===== config.mk =====
export PLATFORM = sky130hd
export DESIGN_NAME = rf_write_arb_flat
export DESIGN_NICKNAME = d
export VERILOG_FILES = /design/src/rtl/rf_write_arb_if.sv /design/src/rtl/rf_write_arb.sv /design/src/flat_wrapper.sv
export SDC_FILE = /design/constraint.sdc
export NUM_CORES = 1
export LEC_CHECK = 0
export CORE_MARGIN = 2
export CORE_UTILIZATION = 44
export DETAILED_ROUTE_END_ITERATION = 10
export PLACE_DENSITY = 0.81
export SLEW_MARGIN = 20
export SYNTH_ARGS = -nofsm -noshare
export SYNTH_HDL_FRONTEND = slang
export SYNTH_SLANG_ARGS = --single-unit

===== constraint.sdc =====
create_clock -name clk -period 3.1 [get_ports clk]
set_clock_uncertainty 0.2 [all_clocks]
set_input_delay 0.31 -clock clk [delete_from_list [all_inputs] [get_ports clk]]
set_output_delay 0.31 -clock clk [all_outputs]
set_load 0.02 [all_outputs]

===== src/rtl/rf_write_arb_if.sv =====
// Write-arbiter bus: two writeback requesters in, one register-file write port out.
// The slave modport is the arbiter's view; master is the environment's view.
interface rf_write_arb_if #(
   parameter int DATA_W = 64,
   parameter int ADDR_W = 5
);
   logic              req0_valid;
   logic [ADDR_W-1:0] req0_addr;
   logic [DATA_W-1:0] req0_data;
   logic              req0_ready;

   logic              req1_valid;
   logic [ADDR_W-1:0] req1_addr;
   logic [DATA_W-1:0] req1_data;
   logic              req1_ready;

   logic              wr_en;
   logic [ADDR_W-1:0] wr_addr;
   logic [DATA_W-1:0] wr_data;
   logic              wr_ready;

   modport slave (
      input  req0_valid, req0_addr, req0_data,
      output req0_ready,
      input  req1_valid, req1_addr, req1_data,
      output req1_ready,
      output wr_en, wr_addr, wr_data,
      input  wr_ready
   );

   modport master (
      output req0_valid, req0_addr, req0_data,
      input  req0_ready,
      output req1_valid, req1_addr, req1_data,
      input  req1_ready,
      input  wr_en, wr_addr, wr_data,
      output wr_ready
   );
endinterface


===== src/rtl/rf_write_arb.sv =====
// Register-file write arbiter: picks one of two writeback requesters (ALU, load)
// and holds the winner in a single output slot that drives the 5:32 write decoder.
// Writes to the zero register (address all ones) are accepted and silently dropped.
// Optional macro RF_WRITE_ARB_RR_EN: round-robin on contention; otherwise the load
// requester (1) always wins.
module rf_write_arb #(
   parameter int DATA_W = 64,
   parameter int ADDR_W = 5
) (
   input  logic          clk,
   input  logic          reset,
   rf_write_arb_if.slave bus
);

   typedef enum logic {EMPTY = 1'b0, FULL = 1'b1} slot_state_t;

   slot_state_t       state_reg, state_next;
   logic [ADDR_W-1:0] addr_reg;
   logic [DATA_W-1:0] data_reg;
   logic              prio_reg;       // 1: requester 1 wins when both are valid

   logic              slot_free;
   logic              sel1;
   logic              ready0, ready1;
   logic              accept;
   logic              both_valid;
   logic [ADDR_W-1:0] acc_addr;
   logic [DATA_W-1:0] acc_data;
   logic              load;

   // Grant selection, handshake and slot next-state
   always_comb begin
      state_next = state_reg;
      slot_free  = (state_reg == EMPTY) || bus.wr_ready;
      both_valid = bus.req0_valid && bus.req1_valid;
      sel1       = bus.req1_valid && (!bus.req0_valid || prio_reg);
      ready0     = slot_free && !reset && !sel1;
      ready1     = slot_free && !reset && sel1;
      accept     = (bus.req0_valid && ready0) || (bus.req1_valid && ready1);
      acc_addr   = sel1 ? bus.req1_addr : bus.req0_addr;
      acc_data   = sel1 ? bus.req1_data : bus.req0_data;
      // zero-register writes complete the handshake but never occupy the slot
      load       = accept && (acc_addr != {ADDR_W{1'b1}});

      case (state_reg)
         EMPTY: if (load) state_next = FULL;
         FULL:  if (bus.wr_ready && !load) state_next = EMPTY;
         default: state_next = EMPTY;
      endcase
   end

   // Slot occupancy register
   always_ff @(posedge clk or posedge reset) begin
      if (reset) state_reg <= EMPTY;
      else       state_reg <= state_next;
   end

   // Slot payload: only a non-zero-register accept overwrites it, so it holds under backpressure
   always_ff @(posedge clk or posedge reset) begin
      if (reset) begin
         addr_reg <= '0;
         data_reg <= '0;
      end else if (load) begin
         addr_reg <= acc_addr;
         data_reg <= acc_data;
      end
   end

`ifdef RF_WRITE_ARB_RR_EN
   // Round-robin pointer: flip after every grant made under contention
   always_ff @(posedge clk or posedge reset) begin
      if (reset)                    prio_reg <= 1'b0;
      else if (both_valid && accept) prio_reg <= ~prio_reg;
   end
`else
   // Fixed priority: load writeback always wins contention
   assign prio_reg = 1'b1;
`endif

   assign bus.req0_ready = ready0;
   assign bus.req1_ready = ready1;
   assign bus.wr_en      = (state_reg == FULL);
   assign bus.wr_addr    = addr_reg;
   assign bus.wr_data    = data_reg;

endmodule


===== src/flat_wrapper.sv =====
// flat-port wrapper written by rule: the top's interface ports become plain ports
module rf_write_arb_flat 
#(
   parameter int DATA_W = 64,
   parameter int ADDR_W = 5
)
  (clk, reset, bus_req0_valid, bus_req0_addr, bus_req0_data, bus_req0_ready, bus_req1_valid, bus_req1_addr, bus_req1_data, bus_req1_ready, bus_wr_en, bus_wr_addr, bus_wr_data, bus_wr_ready);
  rf_write_arb_if #(.DATA_W(DATA_W), .ADDR_W(ADDR_W)) bus_i ();
  input  logic clk;
  input  logic reset;
  input wire logic [$bits(bus_i.req0_valid)-1:0] bus_req0_valid;
  input wire logic [$bits(bus_i.req0_addr)-1:0] bus_req0_addr;
  input wire logic [$bits(bus_i.req0_data)-1:0] bus_req0_data;
  output wire logic [$bits(bus_i.req0_ready)-1:0] bus_req0_ready;
  input wire logic [$bits(bus_i.req1_valid)-1:0] bus_req1_valid;
  input wire logic [$bits(bus_i.req1_addr)-1:0] bus_req1_addr;
  input wire logic [$bits(bus_i.req1_data)-1:0] bus_req1_data;
  output wire logic [$bits(bus_i.req1_ready)-1:0] bus_req1_ready;
  output wire logic [$bits(bus_i.wr_en)-1:0] bus_wr_en;
  output wire logic [$bits(bus_i.wr_addr)-1:0] bus_wr_addr;
  output wire logic [$bits(bus_i.wr_data)-1:0] bus_wr_data;
  input wire logic [$bits(bus_i.wr_ready)-1:0] bus_wr_ready;
  assign bus_i.req0_valid = bus_req0_valid;
  assign bus_i.req0_addr = bus_req0_addr;
  assign bus_i.req0_data = bus_req0_data;
  assign bus_req0_ready = bus_i.req0_ready;
  assign bus_i.req1_valid = bus_req1_valid;
  assign bus_i.req1_addr = bus_req1_addr;
  assign bus_i.req1_data = bus_req1_data;
  assign bus_req1_ready = bus_i.req1_ready;
  assign bus_wr_en = bus_i.wr_en;
  assign bus_wr_addr = bus_i.wr_addr;
  assign bus_wr_data = bus_i.wr_data;
  assign bus_i.wr_ready = bus_wr_ready;
  rf_write_arb #(.DATA_W(DATA_W), .ADDR_W(ADDR_W)) u_core (.clk(clk), .reset(reset), .bus(bus_i));
endmodule

### After elaboration in Yosys (flattened, before gate mapping)

Index checks and enable logic that the tools add are counted.

* flip-flop bits (word level): 70
* input port bits: 143
* output and inout port bits: 72
* word-level logic and storage cells: 22

* eq/ne operators: 1
* multiplexer cells: 5
* bitwise logic cells: 1
* reduce and logical (&&, ||, !) cells: 12

Operators with widths (number)
* 64-bit 2-to-1 mux: 1
* 1-bit logical AND: 7
* 5-bit 2-to-1 mux: 1
* 5-bit != test, second input constant: 1
* 1-bit logical NOT: 3
* 1-bit logical OR: 2
* 1-bit 2-to-1 mux: 2
* 1-bit one-hot mux with 2 select lines: 1
* 1-bit inverter: 1

### Longest topological paths before layout

* word-level depth: 11
* depth in mapped cells: 7

### Worst setup path before layout

Ideal clock, no wire load.

* path type: reg-to-reg
* from: register u_core.state_reg, in the netlist u_core.bus.wr_en
* to: register u_core.data_reg[10], in the netlist u_core.bus.wr_data[10]
* arrival: 1.531 ns
* slack: 1.238 ns
* stages on the path, launching flop included: 6
* buffers on the path: 1
* cell sequence: dfrtp_1 nor2b_4 nor3_1 buf_2 mux2_2 or3_1

* cells in the longest elaborated chain, start to end: 7
* elaborated cells on any way between the ends: 9
* classes of those cells: bitwise (1); reduce/logical (8)

Ends and longest elaborated chain
* from (decl): RTL line rf_write_arb.sv:17 `slot_state_t state_reg, state_next;`
* from (signal assigned): RTL line rf_write_arb.sv:55 `else state_reg <= state_next;`
* 1-bit inverter (*)
* 1-bit logical OR (*): RTL line rf_write_arb.sv:34 `slot_free = (state_reg == EMPTY) || bus.wr_ready;`
* 1-bit logical AND (*): RTL line rf_write_arb.sv:37, rf_write_arb.sv:38
* 1-bit logical AND (on tied branches): RTL line rf_write_arb.sv:37, rf_write_arb.sv:38
* 1-bit logical AND: RTL line rf_write_arb.sv:39 `accept = (bus.req0_valid && ready0) || (bus.req1_valid && ready1);`
* 1-bit logical OR (*): RTL line rf_write_arb.sv:39
* 1-bit logical AND (*): RTL line rf_write_arb.sv:43 `load = accept && (acc_addr != {ADDR_W{1'b1}});`
* to (signal assigned): RTL line rf_write_arb.sv:65 `data_reg <= acc_data;`
* to (decl): RTL line rf_write_arb.sv:19 `logic [DATA_W-1:0] data_reg;`

Mark *: on every way between the ends. The rest lies on a longest branch, timed or not.
A chain may end at the register's enable or synchronous reset.

### Worst setup path in the final report

* from: input reset
* to: output bus_req1_ready

* cells in the longest elaborated chain, start to end: 3

Ends and longest elaborated chain
* from (decl): RTL line flat_wrapper.sv:10 `input logic reset;`
* 1-bit logical NOT: RTL line rf_write_arb.sv:38 `ready1 = slot_free && !reset && sel1;`
* 1-bit logical AND (2 in a row): RTL line rf_write_arb.sv:38
* to (decl): RTL line flat_wrapper.sv:18 `output wire logic [$bits(bus_i.req1_ready)-1:0] bus_req1_ready;`

Every way passes these cells.

==> flow_summary.ini <==
[die]
start_util = 0.455
pin_count = 215
die_h_um = 113
die_area_mm2 = 0.0128
coreArea_mm2 = 0.0116
rows = 39
die_width_um = 113

[route]
antenna_left = 0
drt_iter0_drc = 289
wl_um = 15800
dr.pass1.iters = 5
vias = 5283
routedWlPerCell_um = 17.9
viasPerCell = 5.96
drc_errors = 0

[cells_and_area]
num-fill-cells = 930
syn2layout_area_growth_pct = 46.8
design_area_mm2 = 0.00772
final_nets = 882
insertedDiodeCount = 0
drive_gt1_frac = 0.0592
final_util = 0.668

[power_and_ir_drop]
leakagePower_nw = 3.06
power_frac_comb = 0.415
p_switching_mw = 1.33
seq_power_share = 0.346
p_int_mw = 2.48
pwr-share-clk = 0.239
design_power_total_mw = 3.81
swShare = 0.349
power.density_mw_per_mm2 = 494
ir_worst_vdd_mv = 0.294

[synthesis]
synthTopCellsByArea = dfrtp_1 (33%), mux2i_1 (25%), o211ai_1 (9.1%)
synth_nets = 703
async_flop_share = 1.00
synth_top_cell_by_area = dfrtp_1
ys_top_cells_by_count = mux2i_1 (132), dfrtp_1 (70), nor2_1 (69)
synth-seq-area-share = 0.333
yosysMostFrequentCell = mux2i_1
synth_top_area_share = 0.333
synth_flop_cell = dfrtp_1
syn_inst = 560
ys_types = 30
syn-mean-instance-area_um2 = 9.39
yosysWarningCount = 0
synth-seq-cells = 70
synth-edff-count = 0
syn-cell-area_mm2 = 0.00526

[global_route]
grt_remaining_overflow = 0
grt_max_degree = 49
grt_first_pass_wirelength_um = 25600
grt_use_total = 0.242
grt_pass1_vias = 5376
antenna_found_initial = 0

[job]
cap_viol_max_count = 0

[clock_network]
cts.clk_slew.worst_paths_ns = 0.05
cts_buffers = 9
cts-resized-gates = 0
hold_buffers = 0
cts_max_path_buffers = 2
htreeDepth = 3
clkLatencyLatePin_ns = 0.34
clock-sinks = 70
clockRootBuffer = clkbuf_16
cts_tree = built
post-cts-setup-buffers = 0

[placed_design]
dpl.hpwl_um = 11100
post_dp_cell_area_mm2 = 0.00747
portBuffers = 214
post-place-ws_ns = 0.686
place_congestion = 0.808

[worst_setup_path]
path_max_fanout = 5
cp_slowest_cell = clkdlybuf4s50_1
crit_arrival_ns = 1.70
max_stage_delay_ns = 0.63
crit_top_cell = clkdlybuf4s50_1
start_kind = primary input
reg2reg_depth = 5
end_kind = output port
worstSetupPathType = primary input to output port
r2r-end = u_core.bus.wr_data[6]
rrSetupSlack_ns = 1.03
reg2reg_from = u_core.bus.wr_en
path_cells = clkdlybuf4s50_1, nor3b_1, clkdlybuf4s50_1
required_ns = 2.59

[sta]
fin_crit_ns = 2.21
fin_tns_setup_ns = 0
finalSetupViolations = 0
worst_pin_slew_ns = 0.605
slew_headroom = 0.596
fin_ws_ns = 0.886
finalHoldViolations = 0
rsz0062_at_grt = no
drv_slew = 0
fmax_ghz = 0.452
period_share = 0.714

[hold_path]
hold_depth = 2
hold_path_class = flip-flop to flip-flop
hold-path-endpoint = u_core.bus.wr_data[48]
holdCritStartpoint = u_core.bus.wr_data[48]

[outcome]
outcome = completed
cells by family after synthesis:
| group | share of synthesized area |
|---|---|
| mux | 0.263 |
| simple gates | 0.235 |
| flops | 0.333 |
| buf+inv | 0.0673 |
| compound gates | 0.102 |
power by group through the flow:
stage          Sequential, mW  Combinational, mW  Clock (mW)
2_1_floorplan            1.56              0.556           0
3_3_place_gp             1.32               1.54           0
3_5_place_dp             1.33               1.59           0
4_1_cts                  1.32               1.59       0.924
5_1_grt                  1.35               1.68       0.972
6_report                 1.32               1.58       0.912
cell usage in the layout, fill, tap and decap left out, drive strengths merged:
cell / n
dfrtp: 70
buf: 21
clkdlybuf4s50: 213
nor3: 2
mux2i: 132
nand2b: 1
inv: 1
clkbuf: 13
nor2b: 2
or2: 1
nor2: 69
o21ai: 1
a21oi: 3
and3: 1
a21o: 1
nor3b: 1
a211oi: 3
nand2: 3
nor4: 64
clkinv: 2
nand3: 3
o211ai: 64
or3: 2
nand3b: 63
nand4: 1
a31oi: 1
mux2: 5
area by class of cell:
cell class,count,area (um2),area share
clock buffers,13,240,0.0311
multi-input cells,423,3170,0.411
well taps,143,179,0.0232
repair buffers,234,2360,0.306
clock inverters,2,10.0,0.00130
inverters,1,3.75,0.000486
flip-flops and latches,70,1750,0.227
through the flow:
stage	instances	hold WS, ns
final	886	0.340
after CTS	886	0.346
after global placement	871	0.320
after floorplan	560	0.318
after global routing	886	0.365
after detailed placement	871	0.333
how the worst max path moves through the flow:
stage / slack [ns] / start / to
global route: 0.79 / reset / bus_req1_ready
detailed placement: 0.69 / reset / u_core.bus.wr_data[6]
global placement: 0.78 / reset / u_core.bus.wr_data[55]
floorplan: 0.82 / reset / u_core.bus.wr_addr[0]
finish: 0.89 / reset / bus_req1_ready
CTS: 0.88 / reset / bus_req1_ready
routing by layer:
metal	global-route usage	vias to the layer above	routed length, um
met1	0.286	2573	6340
met2	0.435	207	8170
met5	0	-	0
li1	-	2482	-
met4	0.0870	0	285
met3	0.0509	21	1050
state kept, by name (all words and copies together) (netlist names):
name and flops:
u_core.bus.wr_en 1, u_core.bus.wr_addr 5, u_core.bus.wr_data 64
critical path: cells and delay by family:
family / cells / cell delay, ns
and+or+nand+nor: 1 / 0.23
buffers and inverters: 2 / 1.15
Note: power is estimated with default switching activity, not from simulation.
